===== src/rtl/memory_op_arb.sv =====
// Two-lane memory-stage arbiter: captures a bundle, serialises its bus accesses over a RAM
// port and a SYS port with req/ack handshakes and an optional per-access timeout, then
// presents registered lane results to write-back with a one-cycle out_valid pulse.
`timescale 1ns/1ps
module memory_op_arb #(
  parameter int unsigned   DW      = 32,
  parameter int unsigned   AW      = 32,
  parameter int unsigned   TIMEOUT = 16,
  parameter logic [DW-1:0] FILL    = {(DW/2){2'b10}}
) (
  input  logic          clk,
  input  logic          rst,
  input  logic          in_valid,
  output logic          in_ready,
  input  logic [DW-1:0] r1,
  input  logic [DW-1:0] r2,
  input  logic [AW-1:0] a1,
  input  logic [AW-1:0] a2,
  input  logic [3:0]    r1_op,
  input  logic [3:0]    r2_op,
  input  logic          proceed,
  output logic          ram_req,
  output logic          ram_we,
  output logic [AW-1:0] ram_addr,
  output logic [DW-1:0] ram_wdata,
  input  logic          ram_ack,
  input  logic [DW-1:0] ram_rdata,
  output logic          sys_req,
  output logic          sys_we,
  output logic [AW-1:0] sys_addr,
  output logic [DW-1:0] sys_wdata,
  input  logic          sys_ack,
  input  logic [DW-1:0] sys_rdata,
  output logic [DW-1:0] m1,
  output logic [DW-1:0] m2,
  output logic          out_valid,
  output logic          err
);

  typedef enum logic [1:0] {StIdle, StAcc1, StAcc2, StDone} state_t;

  // Decoded lane: m holds the final result for non-read ops and doubles as write data.
  typedef struct packed {
    logic          bus;
    logic          sys;
    logic          we;
    logic [AW-1:0] addr;
    logic [DW-1:0] m;
  } lane_t;

  localparam int unsigned CW     = (TIMEOUT > 1) ? $clog2(TIMEOUT) : 1;
  localparam logic [CW-1:0] CntMax = CW'(TIMEOUT - 1);

  function automatic lane_t f_decode(input logic [3:0] op, input logic [DW-1:0] own,
                                     input logic [DW-1:0] oth, input logic [AW-1:0] ad1,
                                     input logic [AW-1:0] ad2);
    lane_t l;
    l = '0;
    case (op)
      4'd0:  l.m = '0;
      4'd1:  l.m = own;
      4'd14: l.m = oth;
      4'd15: l.m = FILL;
      default: begin
        l.bus = 1'b1;
        l.sys = (op >= 4'd8);
        l.we  = (op inside {4'd5, 4'd6, 4'd7, 4'd11, 4'd12, 4'd13});
        l.m   = l.we ? own : '0;
        case (op)
          4'd2, 4'd5, 4'd8, 4'd11: l.addr = ad1;
          4'd3, 4'd6, 4'd9, 4'd12: l.addr = ad2;
          default:                 l.addr = oth[AW-1:0];
        endcase
      end
    endcase
    return l;
  endfunction

  state_t        r_state, w_state_d;
  logic [CW-1:0] r_cnt, w_cnt_d;
  lane_t         r_l2, w_l2_d;
  logic [DW-1:0] r_res1, w_res1_d, r_res2, w_res2_d;
  logic          r_err_acc, w_err_acc_d;
  logic [DW-1:0] r_m1, w_m1_d, r_m2, w_m2_d;
  logic          r_err, w_err_d;
  logic          r_ram_req, w_ram_req_d, r_ram_we, w_ram_we_d;
  logic [AW-1:0] r_ram_addr, w_ram_addr_d;
  logic [DW-1:0] r_ram_wdata, w_ram_wdata_d;
  logic          r_sys_req, w_sys_req_d, r_sys_we, w_sys_we_d;
  logic [AW-1:0] r_sys_addr, w_sys_addr_d;
  logic [DW-1:0] r_sys_wdata, w_sys_wdata_d;

  logic [3:0]    w_op1, w_op2;
  lane_t         w_l1, w_l2, w_iss;
  logic          w_issue, w_fin, w_ack, w_tmo, w_rd;
  logic [DW-1:0] w_rdata;

  assign w_op1   = proceed ? r1_op : 4'd0;
  assign w_op2   = proceed ? r2_op : 4'd0;
  assign w_l1    = f_decode(w_op1, r1, r2, a1, a2);
  assign w_l2    = f_decode(w_op2, r2, r1, a1, a2);
  // Only the port with an outstanding request may complete an access.
  assign w_ack   = r_ram_req ? ram_ack : (r_sys_req & sys_ack);
  assign w_rdata = r_ram_req ? ram_rdata : sys_rdata;
  assign w_rd    = ~(r_ram_req ? r_ram_we : r_sys_we);
  assign w_tmo   = (TIMEOUT != 0) && (r_cnt == CntMax);

  // Next-state, bus issue and result bookkeeping.
  always_comb begin
    w_state_d     = r_state;
    w_cnt_d       = r_cnt;
    w_l2_d        = r_l2;
    w_res1_d      = r_res1;
    w_res2_d      = r_res2;
    w_err_acc_d   = r_err_acc;
    w_m1_d        = r_m1;
    w_m2_d        = r_m2;
    w_err_d       = r_err;
    w_ram_req_d   = r_ram_req;
    w_ram_we_d    = r_ram_we;
    w_ram_addr_d  = r_ram_addr;
    w_ram_wdata_d = r_ram_wdata;
    w_sys_req_d   = r_sys_req;
    w_sys_we_d    = r_sys_we;
    w_sys_addr_d  = r_sys_addr;
    w_sys_wdata_d = r_sys_wdata;
    w_issue       = 1'b0;
    w_fin         = 1'b0;
    w_iss         = r_l2;

    unique case (r_state)
      StIdle: begin
        if (in_valid) begin
          w_l2_d      = w_l2;
          w_res1_d    = w_l1.m;
          w_res2_d    = w_l2.m;
          w_err_acc_d = (w_op1 == 4'd15) | (w_op2 == 4'd15);
          w_err_d     = 1'b0;
          w_cnt_d     = '0;
          if (w_l1.bus) begin
            w_state_d = StAcc1;
            w_issue   = 1'b1;
            w_iss     = w_l1;
          end else if (w_l2.bus) begin
            w_state_d = StAcc2;
            w_issue   = 1'b1;
            w_iss     = w_l2;
          end else begin
            w_fin = 1'b1;
          end
        end
      end
      StAcc1, StAcc2: begin
        if (w_ack || w_tmo) begin
          w_ram_req_d = 1'b0;
          w_sys_req_d = 1'b0;
          w_cnt_d     = '0;
          if (!w_ack) w_err_acc_d = 1'b1;
          if (r_state == StAcc1) begin
            if (!w_ack)    w_res1_d = FILL;
            else if (w_rd) w_res1_d = w_rdata;
          end else begin
            if (!w_ack)    w_res2_d = FILL;
            else if (w_rd) w_res2_d = w_rdata;
          end
          if ((r_state == StAcc1) && r_l2.bus) begin
            w_state_d = StAcc2;
            w_issue   = 1'b1;
            w_iss     = r_l2;
          end else begin
            w_fin = 1'b1;
          end
        end else begin
          w_cnt_d = r_cnt + 1'b1;
        end
      end
      StDone: w_state_d = StIdle;
      default: w_state_d = StIdle;
    endcase

    // Results become visible on the edge that enters DONE.
    if (w_fin) begin
      w_state_d = StDone;
      w_m1_d    = w_res1_d;
      w_m2_d    = w_res2_d;
      w_err_d   = w_err_acc_d;
    end

    if (w_issue) begin
      if (w_iss.sys) begin
        w_sys_req_d   = 1'b1;
        w_sys_we_d    = w_iss.we;
        w_sys_addr_d  = w_iss.addr;
        w_sys_wdata_d = w_iss.m;
      end else begin
        w_ram_req_d   = 1'b1;
        w_ram_we_d    = w_iss.we;
        w_ram_addr_d  = w_iss.addr;
        w_ram_wdata_d = w_iss.m;
      end
    end
  end

  // State and datapath registers; async reset drops both requests immediately.
  always_ff @(posedge clk or negedge rst) begin
    if (!rst) begin
      r_state     <= StIdle;
      r_cnt       <= '0;
      r_l2        <= '0;
      r_res1      <= '0;
      r_res2      <= '0;
      r_err_acc   <= 1'b0;
      r_m1        <= '0;
      r_m2        <= '0;
      r_err       <= 1'b0;
      r_ram_req   <= 1'b0;
      r_ram_we    <= 1'b0;
      r_ram_addr  <= '0;
      r_ram_wdata <= '0;
      r_sys_req   <= 1'b0;
      r_sys_we    <= 1'b0;
      r_sys_addr  <= '0;
      r_sys_wdata <= '0;
    end else begin
      r_state     <= w_state_d;
      r_cnt       <= w_cnt_d;
      r_l2        <= w_l2_d;
      r_res1      <= w_res1_d;
      r_res2      <= w_res2_d;
      r_err_acc   <= w_err_acc_d;
      r_m1        <= w_m1_d;
      r_m2        <= w_m2_d;
      r_err       <= w_err_d;
      r_ram_req   <= w_ram_req_d;
      r_ram_we    <= w_ram_we_d;
      r_ram_addr  <= w_ram_addr_d;
      r_ram_wdata <= w_ram_wdata_d;
      r_sys_req   <= w_sys_req_d;
      r_sys_we    <= w_sys_we_d;
      r_sys_addr  <= w_sys_addr_d;
      r_sys_wdata <= w_sys_wdata_d;
    end
  end

  assign in_ready  = (r_state == StIdle);
  assign out_valid = (r_state == StDone);
  assign m1        = r_m1;
  assign m2        = r_m2;
  assign err       = r_err;
  assign ram_req   = r_ram_req;
  assign ram_we    = r_ram_we;
  assign ram_addr  = r_ram_addr;
  assign ram_wdata = r_ram_wdata;
  assign sys_req   = r_sys_req;
  assign sys_we    = r_sys_we;
  assign sys_addr  = r_sys_addr;
  assign sys_wdata = r_sys_wdata;

endmodule


===== config.mk =====
export PLATFORM = sky130hd
export DESIGN_NAME = memory_op_arb
export DESIGN_NICKNAME = d
export VERILOG_FILES = /design/src/rtl/memory_op_arb.sv
export SDC_FILE = /design/constraint.sdc
export NUM_CORES = 1
export LEC_CHECK = 0
export CORE_MARGIN = 4
export CORE_UTILIZATION = 30
export DETAILED_ROUTE_END_ITERATION = 12
export GPL_ROUTABILITY_DRIVEN = 1
export PLACE_DENSITY_LB_ADDON = 0.1
export SLEW_MARGIN = 10
export SYNTH_ARGS = -nofsm -noshare
export SYNTH_HDL_FRONTEND = slang
export SYNTH_SLANG_ARGS = --single-unit

===== constraint.sdc =====
create_clock -name clk -period 3.8 [get_ports clk]
set_clock_uncertainty 0.05 [all_clocks]
set_input_delay 0.57 -clock clk [delete_from_list [all_inputs] [get_ports clk]]
set_output_delay 0.57 -clock clk [all_outputs]
set_load 0.01 [all_outputs]

-- Word-level counts from Yosys, hierarchy flattened
Index checks and enable logic that the tools add are counted.
- register bits after elaboration: 335
- bits in latches: 0
- memory bits (writable): 0
- memory bits (read-only): 0
- output and inout bits: 199
- word-level logic and storage cells: 151
- memories: 0
- add/sub/neg operators: 1
- multiply operators: 0
- divide/modulo/power cells: 0
- $lt $le $gt $ge: 2
- eq/ne operators: 35
- shift operators: 0
- mux-type cells: 66
- bitwise operators: 3
- reductions and logical operators: 23
- operator list (kind ; number):
    2-to-1 mux 32 bit ; 13
    2-to-1 mux 66 bit ; 4
    case mux 32 bit (2 select lines) ; 4
    case mux 32 bit (4 select lines) ; 2
    2-to-1 mux 35 bit ; 2
    equality test 4 bit, second input constant ; 15
    2-to-1 mux 1 bit ; 26
    equality test 4 x 3 -> 1 bit, second input constant ; 6
    OR reduction 4 bit ; 6
    equality test 4 x 2 -> 1 bit, second input constant ; 4
    2-to-1 mux 4 bit ; 4
    2-to-1 mux 2 bit ; 6
    nonzero test 6 bit ; 2
    AND reduction 2 bit ; 5
    equality test 4 x 1 -> 1 bit, second input constant ; 2
    greater-or-equal comparator 4 bit, second input constant ; 2
    zero test 4 bit ; 2
    case mux 4 bit (2 select lines) ; 1
    inequality test 3 bit, second input constant ; 2
    case mux 1 bit (2 select lines) ; 3
    case mux 2 bit (3 select lines) ; 1
    nonzero test 2 bit ; 3
    adder 4 x 1 -> 4 bit, second input constant ; 1
    equality test 2 bit, second input constant ; 2
    12 further kinds ; 12

-- Longest topological paths before layout
Gate-level depths: netlist (run 1).
- depth in word-level cells: 11
- depth in mapped cells: 10

-- Worst setup path after synthesis (run 1)
OpenSTA, ideal clock, no wires.
- path kind: in2reg
- start point: input r2_op[3]
- end point: register r_ram_addr[12] (netlist: ram_addr[12])
- library setup time: 125 ps
- arrival time: 2275 ps
- required time: 3625 ps
- slack: 1350 ps
- cell stages on the path: 9
- cells stage by stage: buf_4 > and3_1 > o22ai_1 > nand2_1 > o31a_1 > a2111oi_4 > buf_6 > buf_6 > mux2_4
- word-level cells in the longest chain between the ends: 10
- elaborated cells between the ends (all ways): 29
- those cells by class: order compare (1); eq/ne (11); mux (11); bitwise (1); reduce/logical (5)
- ends and longest elaborated chain (item ; line ; text):
    start: declaration ; 20 ; input logic [3:0] r2_op,
    2-to-1 mux 4 bit (*) ; 99 ; assign w_op2 = proceed ? r2_op : 4'd0;
    equality test 4 bit (tied with other cells) ; 59 ; case (op)
    OR reduction 4 bit (no source line) ; - ;
    2-to-1 mux 35 bit (*) ; 59 ;
    2-to-1 mux 66 bit ; 144 ; end else if (w_l2.bus) begin
    2-to-1 mux 66 bit ; 140 ; if (w_l1.bus) begin
    2-to-1 mux 66 bit ; 133 ; if (in_valid) begin
    2-to-1 mux 66 bit ; - ;
    NOT 1 bit (no source line) ; - ;
    AND reduction 2 bit (no source line) ; - ;
    end signal: assignment ; 236 ; r_ram_addr <= w_ram_addr_d;
    end: declaration ; 87 ; logic [AW-1:0] r_ram_addr, w_ram_addr_d;
Every way passes the cells marked *; elsewhere a longest branch is shown, timed or not.
A chain may end at the register's enable or synchronous reset.

-- Worst setup path in the final report (run 1)
- start point: register r_state[0]
- end point: register r_ram_addr[18] (netlist: ram_addr[18])
- word-level cells in the longest chain between the ends: 6
- elaborated cells between the ends (all ways): 11
- those cells by class: eq/ne (2); mux (4); bitwise (1); reduce/logical (4)
- ends and longest elaborated chain (item ; line ; text):
    start: declaration ; 79 ; state_t r_state, w_state_d;
    start signal: assignment ; 207 ; r_state <= StIdle;
    start signal: assignment ; 225 ; r_state <= w_state_d;
    equality test 2 x 1 -> 1 bit ; 131, 166 ;
    logical AND 1 bit ; 166 ; if ((r_state == StAcc1) && r_l2.bus) begin
    2-to-1 mux 1 bit ; 166 ;
    2-to-1 mux 1 bit ; 154 ; if (w_ack || w_tmo) begin
    case mux 1 bit (2 select lines) ; 131 ; unique case (r_state)
    AND reduction 2 bit (no source line) ; - ;
Parallel ways exist; a longest one is shown, timed or not.

==> results, run 1 <==
- The worst voltage drop across the vdd grid is between 0.0003 and 0.0004 V.
- The number of enable-type register cells in the synthesized netlist is 0.
- The critical path endpoint category is a flop.
- The fraction of layout cells with a size suffix above 1 is between 10% and 20%.
- After technology mapping, the gate count stands at between 1,500 and 2,000.
- Setup repair after global routing left no endpoint under its margin.
- Summing all placed instances gives a cell area of between 20,000 and 25,000 µm².
- The path class of the lowest-slack min-delay path is input pin to async pin.
- The count of pins over their slew limit is 0.
- Setup violations remaining at the end of the flow were counted as 0.
- Entering global routing, the biggest net connects between 100 and 150 pins.
- After detailed routing, the average wire length per cell comes to 27.2 µm.
- The clock passes through at most 3 buffers.
- The worst path uses between 80 and 90% of the clock period.
- In the final timing run, aggregate negative setup slack is 0 ns.
- Wires add up to ~78,000 µm.
- From synthesis to final layout, the design area changed by 37.9%.
- Summed over all nets, the half-perimeter wirelength after detailed placement is 58,400 µm.
- The clock drives 335 sinks.
- The count of nets left with antenna violations once routing finished came out at 0.
- The final count of hold timing violations was 0.
- The overall overflow remaining after global route is 0.
- After synthesis the cells add up to roughly 17,000 µm².
- The count of state elements after synthesis is roughly 340.
- The data required time of the worst path is about 4.3 ns.
- Excluding fillers, the count of instances in the completed layout stands at roughly 2,900.
- Once routing completed, OpenROAD measured the worst setup slack at approximately 0.72 ns.
- In this run the worst path has a maximum fanout of 32.
- For the worst setup path, the data arrival time is approximately 3.5 ns.
- For this run, asynchronously set or reset flops after synthesis account for 100%.
- After filler insertion, the fill cell instance count of the layout stands at between 5,000 and 6,000.
- The root buffer selected by CTS is sky130_fd_sc_hd__clkbuf_16.
- The layout net count is about 2,300.
- Subtracting the final worst setup slack from the clock period gives about 3 ns.
- The kind of start point of the critical path is a flop.
- Cells fill a little over two fifths of the core in the end.
- In the layout the commonest cells are sky130_fd_sc_hd__clkdlybuf4s50_1, sky130_fd_sc_hd__dfrtp_1, sky130_fd_sc_hd__nand2_1.
- The number of cell rows is 87.
- The pin slew with the least headroom to its limit is between 1 and 1.5 ns.
- The congestion estimate from routability-driven global placement came to 0.851.
- In this run the power density over the cells is around 760 nW/µm².
- The overall power is about 18 mW.
- The final route contains ~16,000 vias.
- Leaving out fill and tap cells, the most frequent cell in the layout is sky130_fd_sc_hd__clkdlybuf4s50_1.
- 405 I/O pins were placed.
- The number of global-route vias before repair is 15,800.
- The quantity of I/O buffers inserted on ports is between 400 and 500.
- The finished cells cover between 20,000 and 25,000 µm².
- For this run, the detailed router's first-pass iteration total came to 8.
- Including well taps, the total number of placed cells is around 2,800.
- The clock reaches the later pin of the worst-skew pair after 0.57 ns.
- The DRC violation total after the first TritonRoute iteration is approximately 1,600.
- The number of distinct standard cells referenced by the synthesized netlist is 73.
- After floorplanning, the core was sized to cover approximately 57,000 µm².
- The CTS tree is yes.
- The wire length of the first global-routing pass is 113,000 µm.
- The post-CTS setup buffer count is 0.
- The post-synthesis area per instance is 10.0 µm².
- The kind of critical path is flop to flop.
- At the placement stage, the worst setup path has a slack of just under 0.3 ns.
- For this run, the top clock speed supported by timing is approximately 0.33 GHz.
- Dividing the detail-routed via count by the number of cells gives 5.48.
- In the routed design, unresolved DRC markers number 0.
- The tightest hold path in the finished design has a slack of between 0.01 and 0.015 ns.
- The number of antenna violations at the first check in global routing is 9.
- The count of warnings emitted by yosys is 0.
- The post-synthesis net count is between 1,500 and 2,000.
- In this run, post-CTS repair resized a total of 0 instances.
- TritonCTS created 42 clock buffers.
- The effective utilization at floorplan is 30.4%.
- Among all flip-flop cells after synthesis, the most frequent one is sky130_fd_sc_hd__dfrtp_1.
- The overall track demand over capacity in global routing is approximately a quarter.
- The H-tree was split into 2 levels.
- The floorplan die area is 61,300 µm².
- Sequential elements use between 40% and 50% of the synthesized area.
- The cell leakage power is between 10 and 15 nW.
- The vertical extent of the die is 248 µm.
- The number of hold buffers added after cts is 0.
- The tool flagged a number of max-cap violations equal to 0.
- The run finished with clean final reports.
- The CTS clock-pin slew for the worst setup and hold paths is roughly 0.060 ns.
- The tightest slew margin relative to the limit is ~22%.
- The die outline width is between 200 and 250 µm.
## per-layer routing
metal / vias to the layer above / global-route usage [%] / share of wire, %
li1: 7064 / - / -
met1: 8009 / 34.5 / 44
met2: 626 / 39.7 / 46
met3: 69 / 5.70 / 7.5
met4: 10 / 4.73 / 1.7
met5: - / 0 / 0.088
## critical path, cell delays in order, from the launching register on
cell and delay, ns:
sky130_fd_sc_hd__dfrtp_1 0.41, sky130_fd_sc_hd__inv_1 0.11, sky130_fd_sc_hd__ha_1 0.40, sky130_fd_sc_hd__nand3_1 0.23
sky130_fd_sc_hd__nor3_4 0.17, sky130_fd_sc_hd__a21boi_4 0.92, sky130_fd_sc_hd__a32oi_1 0.22, sky130_fd_sc_hd__o211ai_1 0.24
sky130_fd_sc_hd__mux2_4 0.22
## kinds of logic (layout without fill, tap and decap cells)
group                      Yosys count  in the layout  share of synthesized area (%)
other                                0              2                              0
and+or+nand+nor                    522            522                           12.6
AOI/OAI and AO/OA                  551            551                           23.9
xor gates and xnor gates             4              4                          0.312
muxes                              151            151                           10.0
adders and majority gates            5              5                          0.363
DFF                                335            335                           48.7
buffers and inverters              147            552                           4.11
## final cells by class
| class | instances | area (µm²) | area share [%] |
|---|---|---|---|
| well taps | 756 | 946 | 3.98 |
| diodes | 2 | 5.00 | 0.0211 |
| clock buffers | 62 | 1310 | 5.51 |
| multi-input cells | 1233 | 8210 | 34.5 |
| clock inverters | 16 | 215 | 0.906 |
| flip-flops and latches | 335 | 8380 | 35.3 |
| repair buffers | 467 | 4670 | 19.6 |
| inverters | 7 | 26.3 | 0.111 |
## Yosys cell counts, drive strengths merged (18+ instances only)
cell type	count	area share [%]
a21oi	49	1.4
a22o	33	1.7
a32oi	34	1.7
a221oi	63	4.4
nand2	318	6.9
o21ai	120	3.5
a21o	21	0.92
o211ai	35	1.5
clkbuf	77	1.7
a31oi	53	1.9
a22oi	62	2.7
mux2	143	9.6
buf	63	2.3
o21a	18	0.78
dfrtp	335	49
nor2	142	3.1
## path summary, 6_finish.rpt
check	start	end	slack, ns	cells past startpoint
max	r_state[0]	ram_addr[18]	0.72	8
min	rst	m2[24]	0.01	1
max reg2reg	r_state[0]	ram_addr[18]	0.72	8
min reg2reg	r_res1[23]	r_res1[23]	0.41	2
max in group asynchronous	rst	ram_wdata[11]	2.65	2
min in group clk	r_res1[23]	r_res1[23]	0.41	2
## power breakdown
part	internal, mW	switching (mW)	leakage [nW]
logic	3.58	4.22	5.10
registers	4.95	0.871	4.44
clock network	2.73	1.66	0.745
## state kept, by name, summed over array words and instances (netlist names)
signal     flops
ram_we         1
r_cnt          4
r_res2        32
ram_wdata     32
sys_addr      32
r_l2          67
sys_wdata     32
m1            32
m2            32
sys_we         1
r_res1        32
ram_addr      32
r_state        2
sys_req        1
ram_req        1
err            1
r_err_acc      1
No activity file was read; power rests on OpenSTA's default activity.
==> run 2, diff against run 1 <==
==> constraint.sdc (replaced) <==
create_clock -name clk -period 2.6 [get_ports clk]
set_clock_uncertainty 0.05 [all_clocks]
set_input_delay 0.39 -clock clk [delete_from_list [all_inputs] [get_ports clk]]
set_output_delay 0.39 -clock clk [all_outputs]
set_load 0.01 [all_outputs]
==> results, run 2 (synthesized netlist as in run 1, its figures left out) <==
- The floorplan die area is 61,300 µm² (unchanged).
- The count of pins on the block boundary is 405 (unchanged).
- Counting stages on the worst path, the most repeated cell is sky130_fd_sc_hd__buf_12.
- The critical path endpoint category is a flop.
- The final period demand of the worst path is 2.55 ns (-0.531 ns).
- The quantity of I/O buffers inserted on ports came to 404 (unchanged).
- The cell leakage power was 11.3 nW (+9.6%).
- The effective utilization at floorplan was 30.4% (unchanged).
- The area inside the core boundary is 56,600 µm² (unchanged).
- The signal on the critical path passes through buf_12, nand3b_4, nand2_4, o21ai_2, o31a_1, a2111oi_4, buf_4, buf_12, clkbuf_16, mux2_2.
- The wire length of the first global-routing pass is 113,000 µm (+0.57%).
- The cell with the largest stage delay on the worst path is sky130_fd_sc_hd__dfrtp_2.
- The DRC violation count after routing is 0 (unchanged).
- More flip-flops sit in one register than any other, and that register is r_l2.
- The total wirelength of the detailed-routed design is 80,000 µm (+2.1%).
- The worst path arrival time was 2.93 ns (-0.60 ns).
- The number of max-capacitance violations reported came to 0 (unchanged).
- The number of global-route vias before repair is 16,300 (+3.5%).
- The critical path is of the flop to flop type.
- The maximum fanout count along the critical path is 9 (-72%).
- The clock tree buffer depth is 3 (unchanged).
- From synthesis to final layout, the design area changed by 48.4%.
- The final count of hold timing violations came to 0 (unchanged).
- The post-route core utilization is 45.2% (+3.2 points).
- The number of cell rows came to 87 (unchanged).
- The run finished with clean final reports.
- The number of nets with antenna violations after routing was 0 (unchanged).
- The maximum number of pins on one net before global-route repair is 58 (-47%).
- The via-per-instance ratio is 5.40 (-1.4%).
- The clock insertion delay at the later pin of the skew report is 0.58 ns (about the same).
- The flip-flop count of the largest register, all copies and words added is 67 (unchanged).
- The overall power was 27.1 mW (+51%).
- The most frequent standard cell in the layout excluding fill and tap cells is sky130_fd_sc_hd__clkdlybuf4s50_1.
- The maximum frequency from static timing analysis is 0.393 GHz (+21%).
- The die outline width is 248 µm (unchanged).
- The via count came to 16,600 (+5.0%).
- The ratio of total power to cell area is 1060 nW/µm² (+40%).
- The tightest slew margin relative to the limit came to 54.1% (+32 points).
- The fraction of layout cells with a size suffix above 1 is 22.3% (+7.3 points).
- The worst voltage drop across the vdd grid is 0.000492 V (+33%).
- The delay contributed by the slowest stage of the critical path is 0.43 ns (-0.49 ns).
- The cell area reported after detailed placement came to 23,900 µm² (+7.4%).
- The pin slew with the least headroom to its limit came to 0.688 ns (-0.477 ns).
- The cell count of the worst reg-to-reg path is 10 (+2).
- The area of all placed cells without fillers was 25,600 µm² (+7.6%).
- The data required time of the worst path is 2.99 ns (-1.27 ns).
- The final worst hold slack was 0.305 ns (+0.295 ns).
- The placer congestion estimate is 0.883 (+3.8%).
- Leaving out fill and tap cells, the most frequent cells in the layout are sky130_fd_sc_hd__clkdlybuf4s50_1, sky130_fd_sc_hd__dfrtp_1, sky130_fd_sc_hd__nand2_1.
- The DRC violation total after the first TritonRoute iteration is 1,625 (+3.2%).
- The number of buffers inserted during clock tree synthesis is 40 (-4.8%).
- The worst setup path is launched from a flop.
- The detailed placer's ending HPWL is 60,900 µm (+4.2%).
- The count of pins over their slew limit is 0 (unchanged).
- The CTS clock-pin slew for the worst setup and hold paths was 0.06 ns (about the same).
- The overall track demand over capacity in global routing is 24.9% (+0.10 points).
- The share of the clock period used by the worst path after layout was 97.9% (+17 points).
- The post-placement setup slack is -0.340 ns (-0.631 ns).
- The number of sinks driven by the clock tree is 335 (unchanged).
- The path class of the lowest-slack min-delay path is input pin to async pin.
- CTS placed an instance of sky130_fd_sc_hd__clkbuf_16 at the clock tree root.
- The vertical extent of the die is 248 µm (unchanged).
- The overall overflow remaining after global route came to 0 (unchanged).
- The layout net count was 2,486 (+8.2%).
- TritonCTS built the clock tree.
- The average routed wire per standard cell is 26.1 µm (-4.1%).
- The worst setup margin was 0.0547 ns (-0.669 ns).
- The detailed-routing iteration count for the pre-antenna-repair pass came to 5 (-3).
- The depth of the CTS H-tree was 2 (unchanged).
- The number of antenna violations at the first check in global routing was 6 (-3).
- The final setup violation count came to 0 (unchanged).
[run 2: final cells by class]
type,instances,area (µm²)
fill,5390,31000
sequential,335,8380
multi-input combinational,1233,8310
timing repair buffer,658,6550
clock buffer,54,1110
tap,756,946
clock inverter,17,225
inverter,7,30.0
antenna,5,12.5
[run 2: critical path: cells and delay by family (launching register included)]
| family | cells | cell delay [ns] |
|---|---|---|
| compound gates | 3 | 0.66 |
| buf+inv | 4 | 0.69 |
| simple gates | 2 | 0.25 |
| flops | 1 | 0.43 |
| mux | 1 | 0.32 |
[run 2: worst paths after layout]
check	start	end	slack, ns
setup / recovery	ram_req	ram_addr[22]	0.05
hold / removal	rst	m1[30]	0.31
setup reg to reg	ram_req	ram_addr[22]	0.05
hold reg to reg	r_res1[19]	r_res1[19]	0.41
max in group asynchronous	rst	sys_addr[29]	1.40
min in group clk	r_res1[19]	r_res1[19]	0.41
[run 2: per-layer routing]
metal / GRT usage (%) / vias up / part of all wire [%]
met5: 0 / - / 0.010
met3: 4.61 / 99 / 6.3
li1: - / 7460 / -
met1: 35.2 / 8325 / 45
met4: 6.90 / 2 / 2.5
met2: 39.1 / 677 / 46
[run 2: what timing repair did]
action	in CTS	in global routing
setup endpoints to repair	133	181
hold buffers	1	0
resized for setup	16	16
hold endpoints to repair	39	0
cloned	0	4
buffers inserted	1	12
pin swaps	1	4
[run 2: power breakdown]
group          leakage [nW]  total, mW  switching, mW  internal [mW]
registers              4.44       8.49           1.26           7.23
clock network         0.667       5.89           2.39           3.50
logic                  6.16       12.7           6.50           6.21
total                  11.3       27.1           10.2           16.9
[run 2: stage by stage]
step,TNS [ns],cells
after CTS,0,3044
after global routing,-0.0141,3064
final,0,3065
after global placement,-50.61,2971
after detailed placement,-55.84,2971
after floorplan,0,1715
==> run 3, diff against run 2 <==
--- a/config.mk
+++ b/config.mk
@@ -5,6 +5,7 @@
 export SDC_FILE = /design/constraint.sdc
 export NUM_CORES = 1
 export LEC_CHECK = 0
+export ABC_AREA = 1
 export CORE_MARGIN = 4
 export CORE_UTILIZATION = 30
 export DETAILED_ROUTE_END_ITERATION = 12
==> results, run 3 <==
- The flow ran to the end, and the final reports show no timing, DRC or antenna violations.
- The number of global-route vias before repair was 20,900 (+28%).
- The number of buffers inserted during clock tree synthesis is 42 (+5.0%).
- The predominant post-synthesis flop cell is sky130_fd_sc_hd__dfrtp_1.
- The worst voltage drop across the vdd grid is 0.000469 V (-4.6%).
- TritonCTS built the clock tree.
- The final worst hold slack is 0.325 ns (+0.0194 ns).
- The share of total power in combinational logic is 47.5% (+0.6 points).
- The final standard cell count with taps included and fillers excluded was 4,234 (+38%).
- The placer congestion estimate is 0.947 (+7.2%).
- The pin slew with the least headroom to its limit came to 0.868 ns (+0.180 ns).
- The count of state elements after synthesis was 335 (unchanged).
- The number of max-capacitance violations reported is 0 (unchanged).
- The worst setup margin came to 0.0574 ns (+0.00262 ns).
- The die outline width is 260 µm (+4.8%).
- STA classifies the critical path endpoint as a flop.
- The maximum fanout count along the critical path came to 17 (+8).
- The fraction of power spent switching nets was 40.6% (+3.1 points).
- The kind of critical path is input pin to flop.
- Sorting the synthesized cells by area gives the leading types as sky130_fd_sc_hd__dfrtp_1, sky130_fd_sc_hd__nand2_1, sky130_fd_sc_hd__nand3_1, sky130_fd_sc_hd__o21ai_0, sky130_fd_sc_hd__inv_1.
- The post-synthesis area per instance was 6.78 µm² (-33%).
- The overall track demand over capacity in global routing came to 26.9% (+2.1 points).
- The area inside the core boundary is 62,200 µm² (+9.8%).
- The maximum number of pins on one net before global-route repair was 60 (+3.4%).
- The vertical extent of the die was 260 µm (+4.8%).
- The count of mapped cells out of synthesis came to 2,801 (+63%).
- The worst path arrival time is 2.93 ns (about the same).
- The number of sinks driven by the clock tree is 335 (unchanged).
- The part of the total power dissipated in sequential elements is 29.9% (-1.4 points).
- The DRC violation total after the first TritonRoute iteration is 2,064 (+27%).
- The count of pins over their slew limit was 0 (unchanged).
- The layout net count is 3,569 (+44%).
- The post-route core utilization came to 44.2% (-1.0 points).
- The number of enable-type register cells in the synthesized netlist is 0 (unchanged).
- The DRC violation count after routing is 0 (unchanged).
- The commonest cells after synthesis are sky130_fd_sc_hd__nand2_1, sky130_fd_sc_hd__dfrtp_1, sky130_fd_sc_hd__nand3_1.
- The share of synthesized flip-flops with an asynchronous set or reset was 100% (unchanged).
- The average routed wire per standard cell came to 22.2 µm (-15%).
- The number of distinct standard cells referenced by the synthesized netlist came to 36 (-51%).
- The cell leakage power is 13.8 nW (+23%).
- The final count of hold timing violations is 0 (unchanged).
- The count of pins on the block boundary was 405 (unchanged).
- The total standard cell area after synthesis was 19,000 µm² (+10%).
- The total wirelength of the detailed-routed design is 93,800 µm (+17%).
- The maximum frequency from static timing analysis is 0.393 GHz (+0.10%).
- The post-synthesis net count is 3,012 (+56%).
- The fraction of layout cells with a size suffix above 1 is 11.3% (-11 points).
- The flip-flop count of the largest register, all copies and words added came to 67 (unchanged).
- The ratio of total power to cell area is 1020 nW/µm² (-3.7%).
- The data required time of the worst path is 2.99 ns (about the same).
- The final period demand of the worst path came to 2.54 ns (-0.00262 ns).
- The effective utilization at floorplan is 30.5% (+0.098 points).
- The share of the clock period used by the worst path after layout is 97.8% (-0.10 points).
- The power spent charging and discharging nets came to 11.4 mW (+12%).
- The path class of the lowest-slack min-delay path is input pin to async pin.
- The post-placement setup slack is -0.600 ns (-0.260 ns).
- The register area share after synthesis is 44.2% (-4.5 points).
- The number of cell rows is 91 (+4.6%).
- The number of nets with antenna violations after routing is 0 (unchanged).
- The largest total area in the synthesized netlist belongs to sky130_fd_sc_hd__dfrtp_1.
- The clock network fraction of total power is 22.6% (+0.9 points).
- The detailed placer's ending HPWL is 72,600 µm (+19%).
- Setup repair after global routing left no endpoint under its margin.
- The detailed-routing iteration count for the pre-antenna-repair pass is 6 (+1).
- The cell family contributing the most delay on the critical path is buffers and inverters.
- The floorplan die area is 67,400 µm² (+9.8%).
- The final setup violation count is 0 (unchanged).
- The CTS clock-pin slew for the worst setup and hold paths is 0.06 ns (about the same).
- The wire length of the first global-routing pass came to 137,000 µm (+21%).
- The largest register by flop count is r_l2.
- The via count is 21,500 (+30%).
- The via-per-instance ratio is 5.08 (-5.9%).
- The cell seen most often among critical-path stages is sky130_fd_sc_hd__nand2_1.
- The area share of the largest cell type after synthesis is 44.2% (-4.5 points).
- The kind of start point of the critical path is an input pin.
- The count of warnings emitted by yosys is 0 (unchanged).
- The post-placement cell count was 4,150 (+40%).
- The area added between synthesis and finish is 44.6%.
- The count of fill cells added during filler insertion is 6,341 (+18%).
- The quantity of I/O buffers inserted on ports is 404 (unchanged).
- In the layout the commonest cells are sky130_fd_sc_hd__nand2_1, sky130_fd_sc_hd__clkdlybuf4s50_1, sky130_fd_sc_hd__dfrtp_1.
- The number of antenna violations at the first check in global routing came to 7 (+1).
- The depth of the CTS H-tree was 2 (unchanged).
- The delay contributed by the slowest stage of the critical path was 0.67 ns (+0.24 ns).
- The most frequent standard cell in the layout excluding fill and tap cells is sky130_fd_sc_hd__nand2_1.
- The tightest slew margin relative to the limit is 41.7% (-12 points).
- The clock tree buffer depth is 3 (unchanged).
- The critical path buffer and inverter count came to 6 (+2).
- The root buffer selected by CTS is sky130_fd_sc_hd__clkbuf_16.
- The internal portion of total power came to 16.6 mW (-1.8%).
- The cell with the largest stage delay on the worst path is sky130_fd_sc_hd__clkdlybuf4s50_1.
- Walking the worst path, the cells encountered are clkdlybuf4s50_1, inv_1, buf_4, nand2_1, nand4_1, inv_1, buf_12, nor3_1, o21ai_0, buf_4, o21ai_0, nand2_1, nand2_1.
- The clock insertion delay at the later pin of the skew report is 0.57 ns (about the same).
- The overall overflow remaining after global route came to 0 (unchanged).
- In the post-synthesis netlist, the cell with the most instances is sky130_fd_sc_hd__nand2_1.
[run 3: changes by cell type after synthesis, moves of 28 or more]
cell / before / now
sky130_fd_sc_hd__a22oi_1: 62 / 0
sky130_fd_sc_hd__o21ai_0: 118 / 185
sky130_fd_sc_hd__a32oi_1: 34 / 0
sky130_fd_sc_hd__nand3_1: 8 / 264
sky130_fd_sc_hd__inv_1: 6 / 164
sky130_fd_sc_hd__nand4_1: 1 / 29
sky130_fd_sc_hd__nor2_1: 142 / 78
sky130_fd_sc_hd__a221oi_1: 32 / 0
sky130_fd_sc_hd__o22ai_1: 2 / 45
sky130_fd_sc_hd__a22o_1: 33 / 0
sky130_fd_sc_hd__nand2_1: 317 / 1355
sky130_fd_sc_hd__mux2_2: 114 / 0
sky130_fd_sc_hd__a221oi_2: 30 / 0
[run 3: final cells by class]
cell class | instances | area (µm²) | share of cell area [%]
tap | 837 | 1050 | 3.82
clock buffer | 56 | 1210 | 4.43
clock inverter | 19 | 263 | 0.957
inverter | 177 | 668 | 2.43
antenna | 8 | 20.0 | 0.0729
timing repair buffer | 679 | 6650 | 24.2
sequential | 335 | 8380 | 30.5
multi-input combinational | 2123 | 9210 | 33.5
[run 3: path summary, 6_finish.rpt]
check / startpoint / end / slack, ns / cells past startpoint
worst min register to register: sys_addr[8] / sys_addr[8] / 0.42 / 2
min in group clk: sys_addr[8] / sys_addr[8] / 0.42 / 2
max in group asynchronous: rst / sys_addr[30] / 1.30 / 3
worst max register to register: ram_req / m2[5] / 0.14 / 10
worst max-delay path: r2_op[1] / ram_wdata[6] / 0.06 / 13
worst min-delay path: rst / ram_wdata[13] / 0.32 / 2
[run 3: routing by layer]
| metal | GRT usage, % | wire (µm) |
|---|---|---|
| met1 | 35.5 | 39000 |
| met2 | 44.8 | 44900 |
| met3 | 3.86 | 6010 |
| met4 | 10.4 | 3930 |
| met5 | 0 | 0 |
[run 3: timing repair]
| item | CTS | global route |
|---|---|---|
| gates resized for setup | 3 | 6 |
| endpoints found under the hold margin | 47 | 0 |
| gates cloned | 0 | 0 |
| hold buffers | 1 | 0 |
| buffers inserted | 0 | 0 |
| endpoints found under the setup margin | 2 | 58 |
[run 3: stage by stage]
step	setup TNS, ns	total power, mW	instance area [µm²]
floorplan	0	14.7	19000
detailed placement	-49.92	21.8	25900
finish	0	28.0	27400
global route	0	29.8	27400
global placement	-49.82	21.6	25900
CTS	0	28.3	27400
[run 3: kinds of logic after synthesis]
kind of cell	share of synthesized area [%]
adder cells (fa/ha/maj)	0.330
buffers and inverters	7.47
AO/OA/AOI/OAI	10.8
flip-flops	44.2
AND/OR/NAND/NOR	37.2
XOR/XNOR	0.0923
[run 3: power groups by stage]
stage	combinational, mW	sequential [mW]	clock, mW
global placement	13.2	8.41	0
floorplan	6.03	8.66	0
CTS	13.4	8.39	6.47
finish	13.3	8.38	6.33
global route	14.5	8.61	6.68
detailed placement	13.3	8.44	0
